**src/rtl/ps2_pkg.sv**
```systemverilog
// Shared PS/2 definitions: frame geometry, FSM state encoding and the odd-parity helper.
// Used by both the host receiver and the device-side transmitter.
package ps2_pkg;

   localparam int unsigned FRAME_BITS = 11;
   localparam int unsigned DATA_BITS  = 8;

   typedef enum logic [1:0] {
      StIdle,
      StData,
      StParity,
      StStop
   } ps2_state_e;

   // Parity bit that makes the 8 data bits plus parity contain an odd number of ones
   function automatic logic odd_parity(input logic [DATA_BITS-1:0] d);
      return ~^d;
   endfunction

endpackage

```
**src/rtl/ps2_host_rx_if.sv**
```systemverilog
// Host receiver bus: PS/2 line inputs plus the fabric-side byte/status outputs.
// master = receiver side, slave = line driver / consumer side.
interface ps2_host_rx_if;
   import ps2_pkg::*;

   logic                 ps2clk;
   logic                 ps2data;
   logic [DATA_BITS-1:0] data_out;
   logic                 data_valid;
   logic                 parity_err;
   logic                 frame_err;
   logic                 busy;

   modport master (
      input  ps2clk, ps2data,
      output data_out, data_valid, parity_err, frame_err, busy
   );

   modport slave (
      output ps2clk, ps2data,
      input  data_out, data_valid, parity_err, frame_err, busy
   );

endinterface

```
**src/rtl/ps2_line_filter.sv**
```systemverilog
// 2-FF synchronizer, FILTER_LEN-cycle glitch filter and registered falling-edge pulse
// for one asynchronous PS/2 line. All flops idle high, matching the bus idle level.
module ps2_line_filter #(
   parameter int unsigned FILTER_LEN = 8
) (
   input  logic clk,
   input  logic rst,
   input  logic line,
   output logic level,
   output logic fall
);

   localparam int unsigned CntW = (FILTER_LEN > 1) ? $clog2(FILTER_LEN) : 1;
   localparam logic [CntW-1:0] CntMax = CntW'(FILTER_LEN - 1);

   logic [1:0]      sync_q;
   logic            level_q;
   logic            fall_q;
   logic [CntW-1:0] cnt_q;

   always_ff @(posedge clk) begin
      if (rst) begin
         sync_q  <= 2'b11;
         level_q <= 1'b1;
         fall_q  <= 1'b0;
         cnt_q   <= '0;
      end else begin
         sync_q <= {sync_q[0], line};
         fall_q <= 1'b0;
         if (sync_q[1] == level_q) begin
            cnt_q <= '0;
         end else if (cnt_q == CntMax) begin
            // FILTER_LEN consecutive cycles at the new level: commit it
            level_q <= sync_q[1];
            fall_q  <= level_q;
            cnt_q   <= '0;
         end else begin
            cnt_q <= cnt_q + CntW'(1);
         end
      end
   end

   assign level = level_q;
   assign fall  = fall_q;

endmodule

```
**src/rtl/ps2_host_rx.sv**
```systemverilog
// Host-side PS/2 receiver: deframes start/8 data/odd parity/stop frames from the device,
// emits one-cycle data_valid / parity_err / frame_err pulses, abandons stalled frames.
module ps2_host_rx
   import ps2_pkg::*;
#(
   parameter int unsigned FILTER_LEN  = 8,
   parameter int unsigned TIMEOUT_CYC = 50000
) (
   input logic           clk,
   input logic           rst,
   ps2_host_rx_if.master bus
);

   localparam int unsigned TmoW = $clog2(TIMEOUT_CYC + 1);
   localparam logic [TmoW-1:0] TmoLast = TmoW'(TIMEOUT_CYC - 1);

   logic clk_fall;
   logic data_lvl;
   logic clk_level_unused;
   logic data_fall_unused;

   ps2_line_filter #(.FILTER_LEN(FILTER_LEN)) u_clk_filter (
      .clk   (clk),
      .rst   (rst),
      .line  (bus.ps2clk),
      .level (clk_level_unused),
      .fall  (clk_fall)
   );

   // Data only needs synchronizing; it is stable around the clock fall
   ps2_line_filter #(.FILTER_LEN(1)) u_data_sync (
      .clk   (clk),
      .rst   (rst),
      .line  (bus.ps2data),
      .level (data_lvl),
      .fall  (data_fall_unused)
   );

   ps2_state_e           state_q, state_d;
   logic [2:0]           bitcnt_q, bitcnt_d;
   logic [DATA_BITS-1:0] shreg_q, shreg_d;
   logic                 par_q, par_d;
   logic [TmoW-1:0]      tmo_q, tmo_d;
   logic [DATA_BITS-1:0] dout_q, dout_d;
   logic                 dv_q, dv_d;
   logic                 pe_q, pe_d;
   logic                 fe_q, fe_d;

   always_ff @(posedge clk) begin
      if (rst) begin
         state_q  <= StIdle;
         bitcnt_q <= '0;
         shreg_q  <= '0;
         par_q    <= 1'b0;
         tmo_q    <= '0;
         dout_q   <= '0;
         dv_q     <= 1'b0;
         pe_q     <= 1'b0;
         fe_q     <= 1'b0;
      end else begin
         state_q  <= state_d;
         bitcnt_q <= bitcnt_d;
         shreg_q  <= shreg_d;
         par_q    <= par_d;
         tmo_q    <= tmo_d;
         dout_q   <= dout_d;
         dv_q     <= dv_d;
         pe_q     <= pe_d;
         fe_q     <= fe_d;
      end
   end

   always_comb begin
      state_d  = state_q;
      bitcnt_d = bitcnt_q;
      shreg_d  = shreg_q;
      par_d    = par_q;
      dout_d   = dout_q;
      dv_d     = 1'b0;
      pe_d     = 1'b0;
      fe_d     = 1'b0;

      if (state_q == StIdle || clk_fall) begin
         tmo_d = '0;
      end else begin
         tmo_d = tmo_q + TmoW'(1);
      end

      case (state_q)
         StIdle: begin
            if (clk_fall && !data_lvl) begin
               state_d  = StData;
               bitcnt_d = '0;
            end
         end
         StData: begin
            if (clk_fall) begin
               shreg_d[bitcnt_q] = data_lvl;
               bitcnt_d          = bitcnt_q + 3'd1;
               if (bitcnt_q == 3'd7) begin
                  state_d = StParity;
               end
            end
         end
         StParity: begin
            if (clk_fall) begin
               par_d   = data_lvl;
               state_d = StStop;
            end
         end
         StStop: begin
            if (clk_fall) begin
               pe_d    = (par_q != odd_parity(shreg_q));
               fe_d    = !data_lvl;
               state_d = StIdle;
               if (par_q == odd_parity(shreg_q) && data_lvl) begin
                  dv_d   = 1'b1;
                  dout_d = shreg_q;
               end
            end
         end
         default: state_d = StIdle;
      endcase

      // Stalled frame: no clock fall for TIMEOUT_CYC cycles
      if (state_q != StIdle && !clk_fall && tmo_q == TmoLast) begin
         state_d = StIdle;
         fe_d    = 1'b1;
         tmo_d   = '0;
      end
   end

   assign bus.data_out   = dout_q;
   assign bus.data_valid = dv_q;
   assign bus.parity_err = pe_q;
   assign bus.frame_err  = fe_q;
   assign bus.busy       = (state_q != StIdle);

endmodule

```
**src/flat_wrapper.sv**
```systemverilog
// flat-port wrapper written by rule: the top's interface ports become plain ports
module ps2_host_rx_flat import ps2_pkg::*;
#(
   parameter int unsigned FILTER_LEN  = 8,
   parameter int unsigned TIMEOUT_CYC = 50000
)
  (clk, rst, bus_ps2clk, bus_ps2data, bus_data_out, bus_data_valid, bus_parity_err, bus_frame_err, bus_busy);
  ps2_host_rx_if bus_i ();
  input logic clk;
  input logic rst;
  input wire logic [$bits(bus_i.ps2clk)-1:0] bus_ps2clk;
  input wire logic [$bits(bus_i.ps2data)-1:0] bus_ps2data;
  output wire logic [$bits(bus_i.data_out)-1:0] bus_data_out;
  output wire logic [$bits(bus_i.data_valid)-1:0] bus_data_valid;
  output wire logic [$bits(bus_i.parity_err)-1:0] bus_parity_err;
  output wire logic [$bits(bus_i.frame_err)-1:0] bus_frame_err;
  output wire logic [$bits(bus_i.busy)-1:0] bus_busy;
  assign bus_i.ps2clk = bus_ps2clk;
  assign bus_i.ps2data = bus_ps2data;
  assign bus_data_out = bus_i.data_out;
  assign bus_data_valid = bus_i.data_valid;
  assign bus_parity_err = bus_i.parity_err;
  assign bus_frame_err = bus_i.frame_err;
  assign bus_busy = bus_i.busy;
  ps2_host_rx #(.FILTER_LEN(FILTER_LEN), .TIMEOUT_CYC(TIMEOUT_CYC)) u_core (.clk(clk), .rst(rst), .bus(bus_i));
endmodule
```
**config.mk**
```make
export PLATFORM = sky130hd
export DESIGN_NAME = ps2_host_rx_flat
export DESIGN_NICKNAME = d
export VERILOG_FILES = /design/src/rtl/ps2_pkg.sv /design/src/rtl/ps2_host_rx_if.sv /design/src/rtl/ps2_line_filter.sv /design/src/rtl/ps2_host_rx.sv /design/src/flat_wrapper.sv
export SDC_FILE = /design/constraint.sdc
export NUM_CORES = 1
export LEC_CHECK = 0
export ABC_AREA = 1
export ABC_CLOCK_PERIOD_IN_PS = 2480
export CORE_MARGIN = 2
export CORE_UTILIZATION = 30
export DETAILED_ROUTE_END_ITERATION = 12
export SYNTH_ARGS = -nofsm -noshare
export SYNTH_HDL_FRONTEND = slang
export SYNTH_HIERARCHICAL = 1
export SYNTH_SLANG_ARGS = --single-unit
export TNS_END_PERCENT = 50
```
**constraint.sdc**
```tcl
create_clock -name clk -period 2.48 [get_ports clk]
set_input_delay 0.248 -clock clk [delete_from_list [all_inputs] [get_ports clk]]
set_output_delay 0.248 -clock clk [all_outputs]
set_load 0.005 [all_outputs]
```
# Word-level counts from Yosys, hierarchy flattened
# Index checks and enable logic that the tools add are counted.
# totals
regBits,52
output_inout_bits,12
# op_classes
add_sub_neg,4
n_lt_le_gt_ge,2
eq_ne,15
muxes,16
bitwise_logic,6
reduce_logical,25
# op_table
op,n
$add A16 B1 Y16 const B,1
$eq A16 B16 Y1 const B,1
$reduce_or A3 Y1,5
$mux W2,5
$bwmux W8,1
$ne A2 B2 Y1 const B,4
$pmux W2 S4,1
$reduce_and A2 Y1,4
$reduce_xnor A8 Y1,1
$add A3 B1 Y3 const B,2
$eq A3 B3 Y1 const B,2
$mux W3,2
$not A1 Y1,6
$pmux W3 S2,1
$reduce_and A3 Y1,2
$logic_and A1 B1 Y1,5
$mux W1,5
$reduce_and A5 Y1,1
$eq A2 B2 Y1 const B,2
$lt A3 B4 Y1 const B,1
$reduce_bool A2 Y1,2
$demux W1 S3,1
$eq A1 B1 Y1,3
$ge A3 B1 Y1 const B,1
other kinds (8),9

# Logic depth before layout (Yosys ltp)
# Gate-level depths: netlist of run 1.
# logic_depth
ltp_word,5
mapped_depth,12

# By module
# Netlist of run 1, hierarchy kept.
# modules_own_cells
mod,n_inst,cells_each,area_per_inst_um2,seq_area_each_um2
ps2_host_rx,1,270,2047.0,820.8
ps2_line_filter at u_core.u_clk_filter,1,29,256.5,140.1
ps2_line_filter at u_core.u_data_sync,1,18,156.4,100.1

# Least setup slack after synthesis of run 1
# No wires, ideal clock.
# synth_timing
path_type,reg-to-reg
start,register u_core.state_q[0]
end,register u_core.tmo_q[6]
setup_time_ns,0.119
arrival_time_ns,1.401
required_time_ns,2.361
path_slack_ns,0.960
path_stages_with_launch,10
path_buffers,1
synth_period_minus_slack_ns,1.520
cell_sequence,dfxtp_1 -> inv_1 -> ha_1 -> inv_1 -> nand2_1 -> nor3_1 -> nand3_1 -> nand3_2 -> buf_4 -> a21oi_1
# synth_via
elab_chain_len,4
word_cells_on_any_way,6
classes_between,reduce/logical (6)
# synth_lines
item,line_no,source
from (decl),ps2_host_rx.sv:39,"ps2_state_e state_q, state_d;"
from (signal assigned),ps2_host_rx.sv:51,state_q <= StIdle;
from (signal assigned),ps2_host_rx.sv:61,state_q <= state_d;
$reduce_bool A2 Y1,-,
via bus_busy,flat_wrapper.sv:17,output wire logic [$bits(bus_i.busy)-1:0] bus_busy;
$logic_and A1 B1 Y1 (2 in series),ps2_host_rx.sv:126,if (state_q != StIdle && !clk_fall && tmo_q == TmoLast) begin
$reduce_or A3 Y1 (no line),-,
to (signal assigned),ps2_host_rx.sv:65,tmo_q <= tmo_d;
to (decl),ps2_host_rx.sv:43,"logic [TmoW-1:0] tmo_q, tmo_d;"
# The timed path passes the listed nets, and every way through them passes these cells.
# A chain may end at the register's enable or synchronous reset.

# Worst setup path after layout of run 1
# layout_timing
start,register u_core.state_q[0]
end,output port bus_busy
# layout_via
elab_chain_len,1
# layout_lines
item,line_no,source
$reduce_bool A2 Y1,ps2_host_rx.sv:137,assign bus.busy = (state_q != StIdle);
to (decl),flat_wrapper.sv:17,
# No other way between the ends.

==> results of run 1 <==
[placed cells by master (no fill, tap or decap), types with 3 or more instances in the layout]
| master | instances |
|---|---|
| sky130_fd_sc_hd__o21ai_0 | 8 |
| sky130_fd_sc_hd__a21oi_1 | 20 |
| sky130_fd_sc_hd__inv_1 | 44 |
| sky130_fd_sc_hd__nand3_2 | 3 |
| sky130_fd_sc_hd__nand2_1 | 54 |
| sky130_fd_sc_hd__ha_1 | 10 |
| sky130_fd_sc_hd__a311oi_1 | 4 |
| sky130_fd_sc_hd__dfxtp_1 | 52 |
| sky130_fd_sc_hd__a211oi_1 | 4 |
| sky130_fd_sc_hd__nand3_1 | 18 |
| sky130_fd_sc_hd__nor2_1 | 35 |
| sky130_fd_sc_hd__a21oi_2 | 8 |
| sky130_fd_sc_hd__or2_1 | 5 |
| sky130_fd_sc_hd__buf_4 | 3 |
| sky130_fd_sc_hd__xnor2_1 | 4 |
| sky130_fd_sc_hd__xor2_1 | 4 |
| sky130_fd_sc_hd__clkdlybuf4s50_1 | 15 |
| sky130_fd_sc_hd__nand2_2 | 6 |
| sky130_fd_sc_hd__nor3_1 | 13 |
| sky130_fd_sc_hd__clkbuf_8 | 6 |
| sky130_fd_sc_hd__nor2_2 | 4 |
[flip-flops by register name, summed over array words and instances (netlist names)]
register	flops
u_core/bitcnt_q	3
u_core/bus.data_out	8
u_core/bus.data_valid	1
u_core/bus.frame_err	1
u_core/bus.parity_err	1
u_core/par_q	1
u_core/shreg_q	8
u_core/state_q	2
u_core/tmo_q	16
u_core/u_clk_filter/cnt_q	3
u_core/u_clk_filter/fall	1
u_core/u_clk_filter/level	1
u_core/u_clk_filter/sync_q	2
u_core/u_data_sync/cnt_q	1
u_core/u_data_sync/level	1
u_core/u_data_sync/sync_q	2
[through the flow]
step	area [sq um]	util
final	2780	0.356
after global routing	2780	0.356
after CTS	2780	0.356
after detailed placement	2680	0.344
after global placement	2680	0.344
after floorplan	2430	-
[area by class of cell]
type,count,area [sq um]
clock buffers,6,82.6
clock inverters,2,13.8
fillers,818,5030
inverters,45,169
multi-input cells,212,1170
flip-flops and latches,52,1040
well taps,102,128
repair buffers,18,173
[worst paths after layout]
path	endpoint	slack (ns)	cells past startpoint
setup / recovery	bus_busy	0.59	4
hold / removal	u_core/u_data_sync/sync_q[1]	0.41	1
setup reg to reg	u_core/tmo_q[3]	0.81	8
hold reg to reg	u_core/u_data_sync/sync_q[1]	0.41	1
[routing by layer]
layer	part of all wire	global-route usage	vias to the layer above	wire [microns]
li1	-	-	1045	-
met1	0.50	0.136	863	2140
met2	0.43	0.164	26	1850
met3	0.042	0.0305	6	179
met4	0.020	0.0531	0	87
met5	0	0	-	0
[worst max-delay path, stage by stage, from the launching register on]
cell and delay (ns):
sky130_fd_sc_hd__dfxtp_1 0.39, sky130_fd_sc_hd__inv_1 0.10, sky130_fd_sc_hd__ha_1 0.20, sky130_fd_sc_hd__inv_1 0.09, sky130_fd_sc_hd__clkdlybuf4s50_1 0.55
[power by group]
group          leakage [nW]  internal [mW]  switching (mW)  total [mW]
sequential            0.420          0.839         0.00223       0.841
clock                0.0516          0.229           0.282       0.510
combinational         0.589         0.0119          0.0170      0.0289
total                  1.06           1.08           0.301        1.38
==> results by stage, run 1 <==
Timing:
- The ratio of final minimum period to clock period is 0.760.
- The number of max-slew violations in the final report is 0.
- The highest attainable clock frequency is 0.530 GHz.
- The number of endpoints with negative hold slack in the final report is 0.
- Setup violations remaining at the end of the flow were counted as 0.
- Setup repair after global routing left no endpoint under its margin.
- The clock arrives with 0.00833 ns of skew.
- Setup total negative slack on the finished layout was measured at 0 ns.
- Hold is met by 0.413 ns.
- Setup slack closes at 0.595 ns.
- The final critical-path required period is 1.89 ns.

Logic synthesis:
- The cell area after synthesis is 2430 sq um.
- For this run, the number of Yosys warnings is 6.
- The net count of the mapped netlist is 328.
- The number of instances in the synthesized netlist is 314.
- Each instance of the synthesized netlist takes up on average 7.75 sq um.

Detailed routing:
- Detailed routing inserted a total of 1,940 vias.
- The number of DRC violations after detailed-routing iteration 0 is 63.
- The count of nets left with antenna violations once routing finished came out at 0.
- The via density per instance is 4.44.
- The number of design rule violations left after detail routing is 0.
- The average routed wire per standard cell is 9.74 microns.
- The count of TritonRoute iterations in the first routing pass is 4.
- The total detailed-routing wirelength is 4260 microns.

Clock network:
- The count of instances resized after the clock tree is built is 0.
- For this design, the CTS-stage hold fixing added 0 buffers.
- Counting along the longest clock path gives a buffer depth of 2.
- The clock latency on the worst-skew pair is 0.31 ns.
- In this run the number of H-tree levels came out at 2.
- TritonCTS built the clock tree.
- Counting the buffers created by CTS gives 5.
- For this design, the sink count on the clock tree is 52.
- The number of setup buffers added after CTS is 0.
- The cell at the root of the clock tree is sky130_fd_sc_hd__clkbuf_8.
- Clock-pin slew was measured on the worst setup and hold paths at 0.09 ns.

Worst hold path:
- In this run the most critical hold path is launched from u_core/u_data_sync/sync_q[0].
- The class of the tightest hold or removal check is register to register.

Critical path:
- The critical path startpoint is u_core/state_q[0].
- The worst setup path is captured at an output port.
- The data arrival at the endpoint of the critical path is 1.64 ns.
- The critical path is of the register to output port type.
- For the worst setup path, the data required time is 2.23 ns.
- Of all nets on the critical path, the largest fanout is 4.
- The worst setup path is launched from a register.
- The worst register-to-register path begins at u_core/state_q[0].

Die:
- For this configuration, the core starts out at a cell density of 0.312.
- The die is 94.0 microns tall.
- The overall die area is 8840 sq um.
- The die is 94.0 microns wide.
- In this run the standard cell core region covers 7810 sq um.
- The number of rows created at floorplan is 32.
- 16 I/O pins were placed.

Job:
- Max-cap violations in this run came to 0.

Place:
- Timing analysis after detailed placement gives a worst setup slack of 0.792 ns.
- The number of instances in the placed design is 429.
- The congestion estimate from routability-driven global placement came to 0.762.
- The number of port buffers is 15.
- The half-perimeter wire length after detailed placement is 3170 microns.

Finish:
- The repair_antennas step left the layout with diodes totalling 0.
- Of the cells placed in the final design, the portion with a size suffix greater than 1 is 0.107.
- The finished layout holds 437 standard cells, fillers aside.
- The area growth from synthesis to layout is 14.3%.
- In the final design database the tool counted 348 nets.

Power:
- In this run the power density over the cells is 496 nW/um^2.
- Power comes to 1.38 mW.
- VDD sags by at most 0.178 mV.
- The analysis attributes to cell leakage a power of 1.06 nW.

Global routing:
- The residual overflow from global routing is 0.
- For this run, the total global-route usage over all layers was measured as 0.107.
- The via count of the first global-routing pass is 1,693.
- The number of antenna violations at the first check in global routing is 0.
- The pin count of the biggest net entering global routing is 19.
- The first global-routing pass estimated 7510 microns of wire.

Outcome:
- The flow ran to the end, and the final reports show no timing, DRC or antenna violations.
Note: power is estimated with default switching activity, not from simulation.
==> run 2, diff against run 1 <==
--- a/config.mk
+++ b/config.mk
@@ -6,7 +6,7 @@
 export NUM_CORES = 1
 export LEC_CHECK = 0
 export ABC_AREA = 1
-export ABC_CLOCK_PERIOD_IN_PS = 2480
+export ABC_CLOCK_PERIOD_IN_PS = 1900
 export CORE_MARGIN = 2
 export CORE_UTILIZATION = 30
 export DETAILED_ROUTE_END_ITERATION = 12
==> constraint.sdc (replaced) <==
create_clock -name clk -period 1.9 [get_ports clk]
set_input_delay 0.19 -clock clk [delete_from_list [all_inputs] [get_ports clk]]
set_output_delay 0.19 -clock clk [all_outputs]
set_load 0.005 [all_outputs]
==> run 2 against run 1 <==
Non-clock buffer count up 1. Hold slack better by 0.0050 ns. Highest routed layer unchanged. Sequential cell count unchanged. Cell area up 1.3%.
==> results by stage, run 2 (synthesis gave the netlist of run 1 again) <==
Outcome:
- The flow ran to the end, and the final reports show no timing, DRC or antenna violations.

Place:
- The congestion estimate from routability-driven global placement came to 0.758.
- Input and output buffers added on the ports amount to 15.
- The number of instances in the placed design is 430.
- In this run the cell area measured after placement is 2690 sq um.
- The half-perimeter wire length after detailed placement is 3160 microns.

Detailed routing:
- The total detailed-routing wirelength is 4170 microns.
- The number of design rule violations left after detail routing is 0.
- The count of nets left with antenna violations once routing finished came out at 0.
- The pre-antenna-repair detailed-routing pass consisted of 4 iterations.
- Using the TritonRoute via totals, the vias-per-cell ratio works out to 4.37.
- After detailed routing, the average wire length per cell comes to 9.53 microns.
- Detailed routing inserted a total of 1,914 vias.
- The number of DRC violations after detailed-routing iteration 0 is 60.

Clock network:
- The clock-pin slew of the registers on the worst-case setup and hold paths is 0.09 ns.
- Counting the buffers created by CTS gives 5.
- The maximum buffer depth of the clock tree is 2.
- The level count of the clock H-tree is 2.
- The clock latency on the worst-skew pair is 0.30 ns.
- TritonCTS built the clock tree.
- Clock tree synthesis selected as its root buffer the cell sky130_fd_sc_hd__clkbuf_8.
- The tree built by TritonCTS fans out to 52 sinks.

Timing:
- The number of max-slew violations in the final report is 0.
- Setup repair after global routing left no endpoint under its margin.
- The final setup violation count is 0.
- Based on the critical path, the design can be clocked at up to 0.599 GHz.
- The number of endpoints with negative hold slack in the final report came to 0.
- Setup total negative slack on the finished layout was measured at 0 ns.
- The final critical-path required period is 1.67 ns.
- The clock arrives with 0.0130 ns of skew.
- In the finished design, the share of the clock period the worst path needs comes to 0.879.

Die:
- The initial utilization of the core area, before any placement, comes to 0.312.
- The horizontal die dimension is 94.0 microns.
- Measured along the y axis, the die boundary spans 94.0 microns.
- The number of rows created at floorplan is 32.
- The floorplan step defined a die boundary enclosing 8840 sq um.
- The area of the core is 7810 sq um.
- 16 I/O pins were placed.

Global routing:
- Entering global routing, the biggest net connects 19 pins.
- The total global routing track utilization is 0.104.
- The first global-routing pass estimated 7460 microns of wire.
- The number of antenna violations at the first check in global routing came to 0.
- The via count of the first global-routing pass is 1,708.
- The residual overflow from global routing is 0.

Critical path:
- STA puts the critical path data required time at 2.08 ns.
- The largest fanout on the critical path is 16.
- The critical path goes through inv_1 > ha_1 > inv_1 > nand2_1 > nor3_1 > nand3_1 > nand3_2 > nor3b_1.
- Measured in cells, the most critical reg-to-reg path has a length of 8.
- The worst register-to-register path begins at u_core/state_q[0].
- The endpoint type of the worst setup path is a register.
- By instance count, the cell type seen most on the critical path is sky130_fd_sc_hd__inv_1.
- The slowest stage of the critical path is the sky130_fd_sc_hd__dfxtp_1 cell.
- On the worst path, the slowest cell contributes a delay of 0.39 ns.
- The worst setup path is of the register to register kind.
- The worst setup path is launched from a register.
- The worst register-to-register path has a setup slack of 0.23 ns.
- The endpoint identified for the worst register-to-register timing path is u_core/tmo_q[10].
- The data arrival at the endpoint of the critical path is 1.85 ns.

Finish:
- The utilization of the core after routing is 0.361.
- The most flop-heavy register is u_core/tmo_q.
- For this run, the number of standard cells in the final layout without fillers is 438.
- In the final design database the tool counted 349 nets.
- The library cells used most frequently in the layout, excluding fill and tap cells, are sky130_fd_sc_hd__nand2_1 (54), sky130_fd_sc_hd__dfxtp_1 (52), sky130_fd_sc_hd__inv_1 (44), sky130_fd_sc_hd__nor2_1 (35), sky130_fd_sc_hd__a21oi_1 (20).
- The most frequent standard cell in the layout excluding fill and tap cells is sky130_fd_sc_hd__nand2_1.
- The post-route cell area is 2820 sq um.
- The antenna cell count is 0.
- Fill cells in the final layout number 817.
- The ratio of cells with drive above 1 in the final layout is 0.110.
- The number of flip-flops under the largest register name is 16.
- The area growth from synthesis to layout is 15.7%.

Worst hold path:
- The cell depth of the worst hold path is 1.
- The worst hold path belongs to the class register to register.
- The origin of the worst min-delay path is u_core/u_clk_filter/sync_q[0].
- The terminating pin of the worst hold path is u_core/u_clk_filter/sync_q[1].

Power:
- The worst-case vdd ir drop is 0.286 mV.
- The ratio of total power to cell area is 684 nW/um^2.
- The leakage power summed over all cells is 1.09 nW.

Job:
- The tool flagged a number of max-cap violations equal to 0.
## run 2: cell count changes in the layout (fill, tap and decap cells not counted)
cell,before,now
sky130_fd_sc_hd__buf_4,3,4
sky130_fd_sc_hd__bufinv_16,0,1
sky130_fd_sc_hd__clkinv_2,1,0
sky130_fd_sc_hd__clkdlybuf4s50_1,15,14
sky130_fd_sc_hd__inv_6,1,0
sky130_fd_sc_hd__clkinv_4,0,1
sky130_fd_sc_hd__dlymetal6s2s_1,0,1
## run 2: repair_timing
action                                  CTS  global route
hold buffers                              0             0
hold endpoints to repair                  0             0
resized for setup                         0             1
buffers inserted                          0             0
endpoints found under the setup margin    0             1
## run 2: routing by layer
metal | GRT usage | vias to the layer above | routed length [microns]
met5 | 0 | - | 0
met4 | 0.0399 | 0 | 72
met3 | 0.0273 | 5 | 170
met2 | 0.170 | 21 | 1870
met1 | 0.130 | 839 | 2060
li1 | - | 1049 | -
## run 2: worst max-delay path: cells and delay by family, from the launching register on
kind	cells	cell delay, ns
adder cells (fa/ha/maj)	1	0.20
buffers and inverters	2	0.19
flip-flops	1	0.39
AND/OR/NAND/NOR	5	0.78
## run 2: cell type report
| class | count | area (sq um) | area share |
|---|---|---|---|
| clock buffer | 6 | 82.6 | 0.0293 |
| clock inverter | 2 | 38.8 | 0.0138 |
| inverter | 45 | 169 | 0.0600 |
| multi-input combinational | 212 | 1170 | 0.417 |
| sequential | 52 | 1040 | 0.370 |
| tap | 102 | 128 | 0.0453 |
| timing repair buffer | 19 | 183 | 0.0649 |
## run 2: per-stage QoR
step | worst slack [ns] | hold WS [ns] | power (mW)
after floorplan | 0.380 | 0.268 | 1.14
after global placement | 0.299 | 0.391 | 1.16
after detailed placement | 0.235 | 0.396 | 1.16
after CTS | 0.0428 | 0.419 | 1.96
after global routing | 0.0474 | 0.430 | 2.01
final | 0.230 | 0.418 | 1.93
## run 2: worst max path at each step
stage          slack [ns]               end  cells after the start              start
6_report             0.23  u_core/tmo_q[10]                      8  u_core/state_q[0]
5_1_grt              0.05   u_core/tmo_q[7]                      8  u_core/state_q[0]
4_1_cts              0.04          bus_busy                      4  u_core/state_q[0]
3_5_place_dp         0.23  u_core/tmo_q[10]                      8  u_core/state_q[0]
3_3_place_gp         0.30   u_core/tmo_q[3]                      8  u_core/state_q[0]
2_1_floorplan        0.38   u_core/tmo_q[6]                      9  u_core/state_q[0]
## run 2: report_power, final
| group | switching (mW) | leakage [nW] | internal (mW) | total [mW] |
|---|---|---|---|---|
| Combinational | 0.0222 | 0.613 | 0.0156 | 0.0378 |
| Sequential | 0.00296 | 0.420 | 1.10 | 1.10 |
| Clock | 0.358 | 0.0614 | 0.431 | 0.789 |
==> run 3, diff against run 2 <==
--- a/config.mk
+++ b/config.mk
@@ -8,8 +8,9 @@
 export ABC_AREA = 1
 export ABC_CLOCK_PERIOD_IN_PS = 1900
 export CORE_MARGIN = 2
-export CORE_UTILIZATION = 30
+export CORE_UTILIZATION = 55
 export DETAILED_ROUTE_END_ITERATION = 12
+export PLACE_DENSITY = 0.75
 export SYNTH_ARGS = -nofsm -noshare
 export SYNTH_HDL_FRONTEND = slang
 export SYNTH_HIERARCHICAL = 1
==> run 3 against run 2 <==
Non-clock buffer count is 1 higher. Clock skew is 0.0059 ns lower. Largest cell class unchanged. Cell area is 2.6% lower. Sequential share of layout area is 0.98 points higher. Highest routed layer unchanged. Fmax is 7.4% lower. First-iteration DRC count is 55% higher. Final cell count is 12% lower. Total power is 4.5% lower. Die area is 44% lower. Setup slack worse by 0.13 ns.
==> results by stage, run 3 (synthesis gave the netlist of run 1 again) <==
Global routing:
- The first global-routing pass estimated 7250 microns of wire.
- Summed over all layers, the global routing overflow is 0.
- For this run, the total global-route usage over all layers was measured as 0.180.
- The via count of the first global-routing pass is 1,670.
- The number of antenna violations at the first check in global routing is 0.
- Entering global routing, the biggest net connects 19 pins.

Clock network:
- The cell at the root of the clock tree is sky130_fd_sc_hd__clkbuf_8.
- The post-CTS setup-driven buffer insertion count is 0.
- CTS built an H-tree with a depth of 2.
- The TritonCTS clock tree is built.
- The clock-pin slew of the registers on the worst-case setup and hold paths is 0.08 ns.
- The clock latency on the worst-skew pair is 0.30 ns.
- CTS saw 52 sinks.
- Counting the buffers created by CTS gives 5.
- The maximum buffer depth of the clock tree is 2.

Die:
- In this run the standard cell core region covers 4290 sq um.
- The overall die height is 70.5 microns.
- The die covers 4970 sq um.
- The initial core utilization is 0.566.
- Measured along the x axis, the die boundary spans 70.5 microns.
- The initialized floorplan defines 24 standard-cell rows.
- The number of ports placed on the die boundary is 16.

Critical path:
- In this run the worst setup path terminates at bus_busy.
- STA puts the critical path data required time at 1.71 ns.
- The launching element type of the critical path is a register.
- The endpoint of the most critical register-to-register path is u_core/tmo_q[10].
- The reg-to-reg critical path startpoint is u_core/state_q[0].
- The start-to-end type of the worst setup path is register to output port.
- The endpoint type of the worst setup path is an output port.
- Measured in cells, the most critical reg-to-reg path has a length of 8.
- Along the worst path, the maximum fanout reaches 4.
- The worst register-to-register path has a setup slack of 0.22 ns.
- The critical path startpoint is u_core/state_q[0].
- At the worst endpoint, the arrival time is 1.61 ns.

Finish:
- The library cell used most frequently in the layout, excluding fill and tap cells, is sky130_fd_sc_hd__nand2_1.
- Compared with the post-synthesis result, the final layout area differs by 12.8%.
- The ratio of cells with drive above 1 in the final layout is 0.107.
- After routing the design area is 2740 sq um.
- At the end of the flow, the number of nets in the layout was 350.
- The number of flip-flops under the largest register name is 16.
- The top cell types in the final layout, fill and taps aside, are sky130_fd_sc_hd__nand2_1 (54), sky130_fd_sc_hd__dfxtp_1 (52), sky130_fd_sc_hd__inv_1 (44), sky130_fd_sc_hd__nor2_1 (35), sky130_fd_sc_hd__a21oi_1 (20).
- More flip-flops sit in one register than any other, and that register is u_core/tmo_q.
- 0 antenna diodes ended up in the layout.

Detailed routing:
- For this block, the routed nets add up to 4170 microns of wire.
- The count of TritonRoute iterations in the first routing pass is 4.
- The average routed wire per standard cell is 10.8 microns.
- In this run, the number of DRC markers left after iteration 0 of detailed routing was 93.
- After detailed routing, the number of remaining DRC violations is 0.
- The number of nets still failing antenna checks after routing is 0.
- The via density per instance is 5.03.
- The overall via count from detail_route is 1,948.

Place:
- Buffers placed on the I/O ports in this run total 15.
- The global placement routability congestion is 0.806.
- The HPWL after detailed placement is 3070 microns.
- The placed standard-cell area is 2640 sq um.

Power:
- In this run the static leakage power is 1.07 nW.
- The power after layout is 1.84 mW.
- The ratio of total power to cell area is 671 nW/um^2.
- The worst-case vdd ir drop is 0.379 mV.

Timing:
- The number of max-slew violations in the final report is 0.
- The highest attainable clock frequency is 0.555 GHz.
- The final setup violation count is 0.
- The ratio of final minimum period to clock period is 0.949.
- The clock skew after layout is 0.00714 ns.
- Setup repair after global routing left no endpoint under its margin.
- The setup total negative slack is 0 ns.
- The worst path needs 1.80 ns of the cycle, external delays included.
- The number of endpoints with negative hold slack in the final report is 0.

Worst hold path:
- The tightest min-delay check is of the register to register type.

Outcome:
- The run finished with clean final reports.

Job:
- The max-cap check violation count is 0.
[run 3: cell types whose count changed in the layout (fill, tap and decap cells not counted)]
| cell | before | now |
|---|---|---|
| sky130_fd_sc_hd__clkbuf_8 | 6 | 5 |
| sky130_fd_sc_hd__buf_4 | 4 | 5 |
| sky130_fd_sc_hd__dlymetal6s2s_1 | 1 | 0 |
| sky130_fd_sc_hd__nand3_2 | 3 | 2 |
| sky130_fd_sc_hd__clkinv_4 | 1 | 0 |
| sky130_fd_sc_hd__clkdlybuf4s50_1 | 14 | 15 |
| sky130_fd_sc_hd__nand3_4 | 0 | 1 |
[run 3: critical path, stage by stage, from the launching register on]
cell and delay (ns):
sky130_fd_sc_hd__dfxtp_1 0.39, sky130_fd_sc_hd__inv_1 0.10, sky130_fd_sc_hd__ha_1 0.20, sky130_fd_sc_hd__inv_1 0.10
sky130_fd_sc_hd__clkdlybuf4s50_1 0.54
[run 3: repair_timing]
action                     CTS  global route
setup endpoints to repair    0            10
gates resized for setup      0             1
hold buffers                 0             0
[run 3: worst min path at each step]
stage | from | to | slack, ns | cells past startpoint
floorplan | rst | u_core/shreg_q[3] | 0.27 | 1
global placement | u_core/u_clk_filter/sync_q[0] | u_core/u_clk_filter/sync_q[1] | 0.38 | 1
detailed placement | u_core/u_clk_filter/sync_q[0] | u_core/u_clk_filter/sync_q[1] | 0.39 | 1
CTS | u_core/u_clk_filter/sync_q[0] | u_core/u_clk_filter/sync_q[1] | 0.41 | 1
global route | u_core/u_clk_filter/sync_q[0] | u_core/u_clk_filter/sync_q[1] | 0.42 | 1
finish | u_core/u_clk_filter/sync_q[0] | u_core/u_clk_filter/sync_q[1] | 0.41 | 1
[run 3: where the power goes]
| group | internal (mW) | total, mW | switching, mW |
|---|---|---|---|
| combinational | 0.0156 | 0.0381 | 0.0225 |
| sequential | 1.09 | 1.10 | 0.00301 |
| clock | 0.378 | 0.703 | 0.325 |
[run 3: layout make-up]
type / instances / area [sq um]
repair buffers: 20 / 188
fillers: 401 / 1550
inverters: 45 / 169
clock inverters: 1 / 30.0
well taps: 52 / 65.1
clock buffers: 5 / 68.8
multi-input cells: 212 / 1180
flip-flops and latches: 52 / 1040
[run 3: through the flow]
step	hold slack, ns	setup WS (ns)	utilization	instances
finish	0.409	0.0967	0.639	387
detailed placement	0.392	0.206	0.614	381
CTS	0.412	0.0746	0.637	387
floorplan	0.268	0.380	-	314
global route	0.422	0.0166	0.639	387
global placement	0.384	0.317	0.614	381
[run 3: routing by layer]
metal / vias to the layer above / global-route usage / share of wire
met5: - / 0 / 0
met4: 0 / 0.0577 / 0.011
met3: 6 / 0.0505 / 0.043
met2: 27 / 0.294 / 0.46
met1: 864 / 0.231 / 0.48
li1: 1051 / - / -
